File: src/rtl/mips_boot_loader_pkg.sv
// Shared types and constants for the MIPS byte-stream boot loader.
package mips_boot_loader_pkg;

  // Loader states: length header, payload words, checksum byte, core running, load rejected.
  typedef enum logic [2:0] {
    S_LEN,
    S_DATA,
    S_CSUM,
    S_RUN,
    S_ERR
  } state_e;

  // Number of big-endian bytes in the word-count header.
  localparam int LEN_BYTES = 2;

  // Starting value of the running payload XOR.
  localparam logic [7:0] CSUM_INIT = 8'h00;

endpackage

File: src/rtl/mips_boot_loader_packer.sv
// Byte-to-word assembler: shifts payload bytes into a word, counts bytes
// within the word and keeps the running XOR of every payload byte.
module boot_word_packer
  import mips_boot_loader_pkg::*;
(
  input  logic        clk,
  input  logic        reset,
  input  logic        clear,
  input  logic        accept,
  input  logic [7:0]  data_in,
  output logic [31:0] word,
  output logic        word_last_byte,
  output logic [7:0]  csum
);

  // Only the three older bytes are stored; the 4th byte completes the word
  // combinationally so the write can be registered on the same edge.
  logic [23:0] shift_q, shift_d;
  logic [1:0]  cnt_q, cnt_d;
  logic [7:0]  csum_q, csum_d;

  // Next-state: clear wins over accept; stalls hold everything.
  always_comb begin
    shift_d = shift_q;
    cnt_d   = cnt_q;
    csum_d  = csum_q;
    if (clear) begin
      shift_d = '0;
      cnt_d   = '0;
      csum_d  = CSUM_INIT;
    end else if (accept) begin
      shift_d = {shift_q[15:0], data_in};
      cnt_d   = cnt_q + 2'd1;
      csum_d  = csum_q ^ data_in;
    end
  end

  // Packer registers, asynchronously cleared.
  always_ff @(posedge clk or posedge reset) begin
    if (reset) begin
      shift_q <= '0;
      cnt_q   <= '0;
      csum_q  <= CSUM_INIT;
    end else begin
      shift_q <= shift_d;
      cnt_q   <= cnt_d;
      csum_q  <= csum_d;
    end
  end

  assign word           = {shift_q, data_in};
  assign word_last_byte = accept & ~clear & (cnt_q == 2'd3);
  assign csum           = csum_q;

endmodule

File: src/rtl/mips_boot_loader.sv
// Boot loader: parses the length/payload/checksum byte stream, writes
// instruction memory one word at a time and releases the core's reset
// only after a checksum-verified image is in place.
module mips_boot_loader
  import mips_boot_loader_pkg::*;
#(
  parameter int ADDR_W = 6
) (
  input  logic              clk,
  input  logic              reset,
  input  logic              in_valid,
  input  logic [7:0]        in_data,
  output logic              in_ready,
  input  logic              reload,
  output logic              imem_we,
  output logic [ADDR_W-1:0] imem_addr,
  output logic [31:0]       imem_wd,
  output logic              cpu_reset,
  output logic              done,
  output logic              error
);

  // Largest legal word count; index is one bit wider so it can reach it.
  localparam logic [16:0] CAPACITY = 17'(1) << ADDR_W;

  state_e              state_q, state_d;
  logic [15:0]         n_q, n_d;
  logic                len_cnt_q, len_cnt_d;
  logic [ADDR_W:0]     idx_q, idx_d;
  logic                we_q, we_d;
  logic [ADDR_W-1:0]   addr_q, addr_d;
  logic [31:0]         wd_q, wd_d;

  logic                xfer;
  logic                reload_ok;
  logic                pk_clear;
  logic                pk_accept;
  logic [31:0]         pk_word;
  logic                pk_last;
  logic [7:0]          pk_csum;
  logic [15:0]         full_n;
  logic [ADDR_W:0]     idx_next;

  assign in_ready  = (state_q == S_LEN) || (state_q == S_DATA) || (state_q == S_CSUM);
  assign xfer      = in_valid & in_ready;
  assign reload_ok = reload & ((state_q == S_RUN) || (state_q == S_ERR));
  assign pk_clear  = (state_q == S_LEN) | reload_ok;
  assign pk_accept = xfer & (state_q == S_DATA);
  assign full_n    = {n_q[15:8], in_data};
  assign idx_next  = idx_q + 1'b1;

  boot_word_packer u_packer (
    .clk            (clk),
    .reset          (reset),
    .clear          (pk_clear),
    .accept         (pk_accept),
    .data_in        (in_data),
    .word           (pk_word),
    .word_last_byte (pk_last),
    .csum           (pk_csum)
  );

  // FSM next-state, word-index counter and write-port next values.
  always_comb begin
    state_d   = state_q;
    n_d       = n_q;
    len_cnt_d = len_cnt_q;
    idx_d     = idx_q;
    we_d      = 1'b0;
    addr_d    = addr_q;
    wd_d      = wd_q;
    unique case (state_q)
      S_LEN: begin
        if (xfer) begin
          if (len_cnt_q != 1'(LEN_BYTES - 1)) begin
            n_d[15:8] = in_data;
            len_cnt_d = 1'b1;
          end else begin
            n_d       = full_n;
            len_cnt_d = 1'b0;
            idx_d     = '0;
            if ({1'b0, full_n} > CAPACITY) state_d = S_ERR;
            else if (full_n == 16'd0)      state_d = S_CSUM;
            else                           state_d = S_DATA;
          end
        end
      end
      S_DATA: begin
        if (pk_last) begin
          we_d   = 1'b1;
          addr_d = idx_q[ADDR_W-1:0];
          wd_d   = pk_word;
          idx_d  = idx_next;
          if (16'(idx_next) == n_q) state_d = S_CSUM;
        end
      end
      S_CSUM: begin
        if (xfer) state_d = (in_data == pk_csum) ? S_RUN : S_ERR;
      end
      S_RUN, S_ERR: begin
        if (reload) begin
          state_d   = S_LEN;
          n_d       = '0;
          len_cnt_d = 1'b0;
          idx_d     = '0;
        end
      end
      default: state_d = S_LEN;
    endcase
  end

  // State, counters and registered write port.
  always_ff @(posedge clk or posedge reset) begin
    if (reset) begin
      state_q   <= S_LEN;
      n_q       <= '0;
      len_cnt_q <= 1'b0;
      idx_q     <= '0;
      we_q      <= 1'b0;
      addr_q    <= '0;
      wd_q      <= '0;
    end else begin
      state_q   <= state_d;
      n_q       <= n_d;
      len_cnt_q <= len_cnt_d;
      idx_q     <= idx_d;
      we_q      <= we_d;
      addr_q    <= addr_d;
      wd_q      <= wd_d;
    end
  end

  assign imem_we   = we_q;
  assign imem_addr = addr_q;
  assign imem_wd   = wd_q;
  // Status decoded from the registered state, so reset forces cpu_reset high asynchronously.
  assign cpu_reset = (state_q != S_RUN);
  assign done      = (state_q == S_RUN);
  assign error     = (state_q == S_ERR);

endmodule

File: config.mk
export PLATFORM = sky130hd
export DESIGN_NAME = mips_boot_loader
export DESIGN_NICKNAME = d
export VERILOG_FILES = /design/src/rtl/mips_boot_loader_pkg.sv /design/src/rtl/mips_boot_loader_packer.sv /design/src/rtl/mips_boot_loader.sv
export SDC_FILE = /design/constraint.sdc
export NUM_CORES = 1
export LEC_CHECK = 0
export CORE_AREA = 2 2 113 115
export CTS_CLUSTER_SIZE = 10
export DETAILED_ROUTE_END_ITERATION = 8
export DIE_AREA = 0 0 115 117
export DONT_BUFFER_PORTS = 1
export PLACE_DENSITY = 0.65
export SLEW_MARGIN = 0
export SYNTH_ARGS = -nofsm -noshare
export SYNTH_HDL_FRONTEND = slang
export SYNTH_HIERARCHICAL = 1
export SYNTH_SLANG_ARGS = --single-unit
File: constraint.sdc
create_clock -name clk -period 7.28 [get_ports clk]
set_clock_uncertainty 0.05 [all_clocks]
set_input_delay 1.82 -clock clk [delete_from_list [all_inputs] [get_ports clk]]
set_output_delay 1.82 -clock clk [all_outputs]
set_load 0.02 [all_outputs]
Word level (Yosys, flattened, before mapping)
Index checks and enable logic that the tools add are counted.

storage, ports and cells
  flip-flop bits (word level) = 100
  word-level logic and storage cells = 84

cells by class
  bitwise operators = 8
  $lt $le $gt $ge = 1
  reduce and logical (&&, ||, !) cells = 15
  $add $sub $neg = 2
  muxes and demuxes = 32
  equality and inequality tests = 15

operator list
  operator                                                        count
  two-way mux 24 bit                                              2
  two-way mux 16 bit                                              2
  two-way mux 8 bit                                               4
  case mux 16 bit (2 select lines)                                1
  two-way mux 7 bit                                               4
  two-way mux 3 bit                                               8
  case mux 7 bit (3 select lines)                                 1
  == test 7 x 16 -> 1 bit                                         1
  greater-than comparator 16 x 7 -> 1 bit, second input constant  1
  zero test 16 bit                                                1
  != test 2 bit, second input constant                            6
  case mux 3 bit (4 select lines)                                 1
  == test 8 bit                                                   1
  AND reduction 4 bit                                             2
  bitwise XOR 8 bit                                               1
  adder 7 x 1 -> 7 bit, second input constant                     1
  == test 3 x 2 -> 1 bit, second input constant                   2
  two-way mux 2 bit                                               3
  AND reduction 6 bit                                             1
  AND 1 bit                                                       5
  two-way mux 1 bit                                               5
  AND reduction 5 bit                                             1
  nonzero test 2 bit                                              2
  == test 3 x 1 -> 1 bit, second input constant                   1
  other kinds (14)                                                16

Depth between registers and ports, before layout
  depth after elaboration = 9
  mapped depth = 12
  mapped depth without buffers = 9

Cells and area by module
The synthesis kept the hierarchy.

by module, submodules not included
  module            seq. area each (µm²)  cells an instance  instances  area each (µm²)
  mips_boot_loader  1651.6                358                1          3225.6
  boot_word_packer  850.8                 131                1          1562.7

Least setup slack after synthesis
Ideal clock, no wire load.

  kind = input to register
  from = input reload
  to = register state_q[2]
  setup time = 121 ps
  buffers on the path = 3
  data required time = 7109 ps
  arrival = 3543 ps
  cell stages on the path = 12
  setup slack = 3566 ps
  cell sequence = buf_6 > and3_1 > nor2_1 > o21ai_0 > buf_2 > buf_2 > nor2_1 > mux2i_1 > mux2i_1 > o22ai_1 > nor3_1 > a22o_1

on the way
  cells in the longest elaborated chain, start to end = 7
  elaborated cells on any way between the ends = 8
  classes of those cells = eq/ne (2); bitwise (5); reduce/logical (1)

RTL lines
  item                                  line                           text
  from (decl)                           mips_boot_loader.sv:14         input logic reload,
  AND 1 bit                             mips_boot_loader.sv:46         assign reload_ok = reload & ((state_q == S_RUN) || (state_q == S_ERR));
  OR 1 bit                              mips_boot_loader.sv:47         assign pk_clear = (state_q == S_LEN) | reload_ok;
  via pk_clear                          mips_boot_loader.sv:36         logic pk_clear;
  NOT 1 bit                             mips_boot_loader_packer.sv:52  assign word_last_byte = accept & ~clear & (cnt_q == 2'd3);
  AND 1 bit (2 in series)               mips_boot_loader_packer.sv:52
  via pk_last                           mips_boot_loader.sv:39         logic pk_last;
  != test 2 bit (no source line)        -
  AND reduction 6 bit (no source line)  -
  to (signal assigned)                  mips_boot_loader.sv:123        state_q <= state_d;
  to (decl)                             mips_boot_loader.sv:26         state_e state_q, state_d;

The timed path passes the listed nets, and every way through them passes these cells.
A chain may end at the register's enable or synchronous reset.

Worst setup path in the final report
  from = input in_valid
  to = register idx_q[6]

on the way
  cells in the longest elaborated chain, start to end = 6
  elaborated cells on any way between the ends = 7
  classes of those cells = eq/ne (2); bitwise (4); reduce/logical (1)

RTL lines
  item                                  line                           text
  from (decl)                           mips_boot_loader.sv:11         input logic in_valid,
  AND 1 bit                             mips_boot_loader.sv:45         assign xfer = in_valid & in_ready;
  AND 1 bit                             mips_boot_loader.sv:48         assign pk_accept = xfer & (state_q == S_DATA);
  AND 1 bit (2 in series)               mips_boot_loader_packer.sv:52
  via pk_last                           mips_boot_loader.sv:39
  != test 2 bit (no source line)        -
  AND reduction 5 bit (no source line)  -
  to (signal assigned)                  mips_boot_loader.sv:126        idx_q <= idx_d;
  to (decl)                             mips_boot_loader.sv:29         logic [ADDR_W:0] idx_q, idx_d;

The timed path passes the listed nets, and every way through them passes these cells.

==> results.cfg <==
[synth]
yosysWarnings = 6
ys_top_cells_by_area = dfrtp_1 (52%), nand2_1 (12%), mux2i_1 (5.6%), nor2_1 (2.7%), xnor2_1 (2.6%)
synthArstFlopShare_pct = 100
synth-seq-cells = 100
postSynthCellCount = 489
synth.distinct_cells = 50
ys.flop_type = dfrtp_1
synth.net_count = 503
synth_top_cell_by_area = dfrtp_1
synth_area_mm2 = 0.00479
post-synth-top-area-fraction_pct = 52.3
ys_seq_area_share_pct = 52.3
synth_edf_count = 0
synth_area_per_cell_um2 = 9.79

[power_and_ir_drop]
power_leakage_uw = 0.00248
peakVddDrop_mv = 0.140
p_per_area_mw_per_mm2 = 425

[cts]
cts_resized = 0
clk_path_buf_depth = 2
postCtsSetupBuffers = 0
cts_buffers = 9
root_buffer = clkbuf_16
ctsHtreeMaxLevel = 3
ctsHoldBuffers = 0
cts_num_sinks = 100
clk_pin_slew_ps = 70
tritoncts = built
clk_latency_ps = 350

[floorplan]
dieArea_mm2 = 0.0135
row_count = 41
initial_core_util_pct = 38.9
core_area_mm2 = 0.0123
die_w_um = 115
fp.dieH_um = 117
pin_count = 55

[detailed_routing]
vias = 3221
drt_first_iter_violations = 279
wl_per_cell_um = 16.1
firstDrtPassIters = 4
vias_per_cell = 5.20
postRouteAntennaNets = 0
finalWirelength_um = 9970
route.detailed.drc = 0

[setup_path]
cp.required_ps = 7500
critPathLaunchType = input port
r2r_start = state_q[2]
path_class = in -> reg
crit_fanout = 46
arrival_ps = 4550
r2r_cells = 8
endpoint_kind = flip-flop
rr_endpoint = idx_q[6]
r2r_slack_ps = 3240

[timing]
slew_viol_final = 0
tns_ps = 0
max-slew-margin-rel_pct = 29.2
min_period_ps = 4330
fmax_mhz = 231
hold_viol = 0
setup-violations-final = 0
holdWs_ps = 426
finalCritPeriodShare_pct = 59.4
tightest_slew_ps = 1060
rsz0062_at_grt = no

[cells_and_area]
layout-drive-gt1-share_pct = 10.0
final_area_mm2 = 0.00503
nNetsFinal = 479
area_delta_synth_final_pct = 5.07
diodes = 0
fin_util_pct = 40.9
instances_no_fill = 620

[global_route]
grt_use_total_pct = 15.9
grt_overflow = 0
grt_pass1_wl_um = 16400
grt_max_degree = 67
grt_pass1_vias = 3172
antenna_found_initial = 0

[worst_hold_path]
hp-start = u_packer/shift_q[20]
hold_end = imem_wd[28]
hold_depth = 2
hp-class = reg -> reg

[run]
max_cap_viol_count = 0

[placed_design]
routabilityCongestion = 0.812
dpl_cell_area_mm2 = 0.00474
port_buffers = 0
dpl.hpwl_um = 6680
dp.cells = 604

[outcome]
status = finished clean
## cells by family after synthesis
group | after synthesis | synth area share, %
AND/OR/NAND/NOR | 223 | 20.5
XOR/XNOR | 20 | 3.82
adder cells (fa/ha/maj) | 2 | 0.523
multiplexers | 27 | 5.64
AO/OA/AOI/OAI | 70 | 11.0
flip-flops | 100 | 52.3
buffers and inverters | 47 | 6.27
## layout by cell type, fill, tap and decap left out, types with 6 or more instances in the layout
cell type and n:
dfrtp_1 100, xnor2_1 14, a31oi_1 8, inv_1 7, nand3b_1 8, nand2_1 150, clkbuf_16 9, a21oi_1 6
mux2i_1 27, nor2_1 35, o21ai_1 24
## critical path, stage by stage
cell     delay (ps)
and2_2          820
nand2_1         100
nor2_1          220
nand2_2         500
inv_2           720
nand4_1         160
o21ai_1         160
## synthesized netlist by cell type (all sizes together), types with 4 or more instances
master	number
inv	9
nor3	8
a31oi	9
a21bo	8
o21ai	26
nor2	37
xnor2	14
dfrtp	100
nand3	5
a21oi	11
clkbuf	4
buf	34
nand2	151
mux2i	27
nand3b	8
xor2	6
## worst max path at each step
stage / startpoint / endpoint / slack [ps] / cells after the start
6_report: in_valid / idx_q[6] / 2950 / 7
5_1_grt: in_valid / idx_q[6] / 2620 / 7
4_1_cts: in_valid / idx_q[6] / 2950 / 7
3_5_place_dp: in_valid / idx_q[6] / 2600 / 7
3_3_place_gp: in_valid / idx_q[6] / 2660 / 7
2_1_floorplan: reload / state_q[2] / 3570 / 12
## cell type report
type / instances / area [µm²]
fillers: 1202 / 7280
flip-flops and latches: 100 / 2500
multi-input cells: 342 / 1990
clock buffers: 9 / 225
well taps: 150 / 188
clock inverters: 7 / 68.8
inverters: 9 / 33.8
repair buffers: 3 / 22.5
## sequential cells by signal, indices dropped and copies added, names as in the netlist, 2 cells and up
| name | cells |
|---|---|
| imem_wd | 32 |
| state_q | 3 |
| u_packer/cnt_q | 2 |
| n_q | 16 |
| u_packer/csum | 8 |
| imem_addr | 6 |
| idx_q | 7 |
| u_packer/shift_q | 24 |
## through the flow
stage,power (µW),setup slack [ps]
floorplan,1560,3570
global placement,1650,2660
detailed placement,1680,2600
CTS,2160,2950
global route,2290,2620
finish,2140,2950
## report_power, final
part           leakage [µW]  total (µW)  switching, µW  internal, µW
combinational       0.00103         624            352           272
sequential          0.00131        1050            282           764
clock              0.000143         467            226           241
## per-layer routing
layer,part of all wire [%],vias to the layer above,global-route usage [%]
li1,-,1567,-
met1,44,1559,20.0
met2,46,76,24.9
met3,7.0,19,5.46
met4,2.3,0,6.99
met5,0,-,0
(Power assumes the default switching activity.)
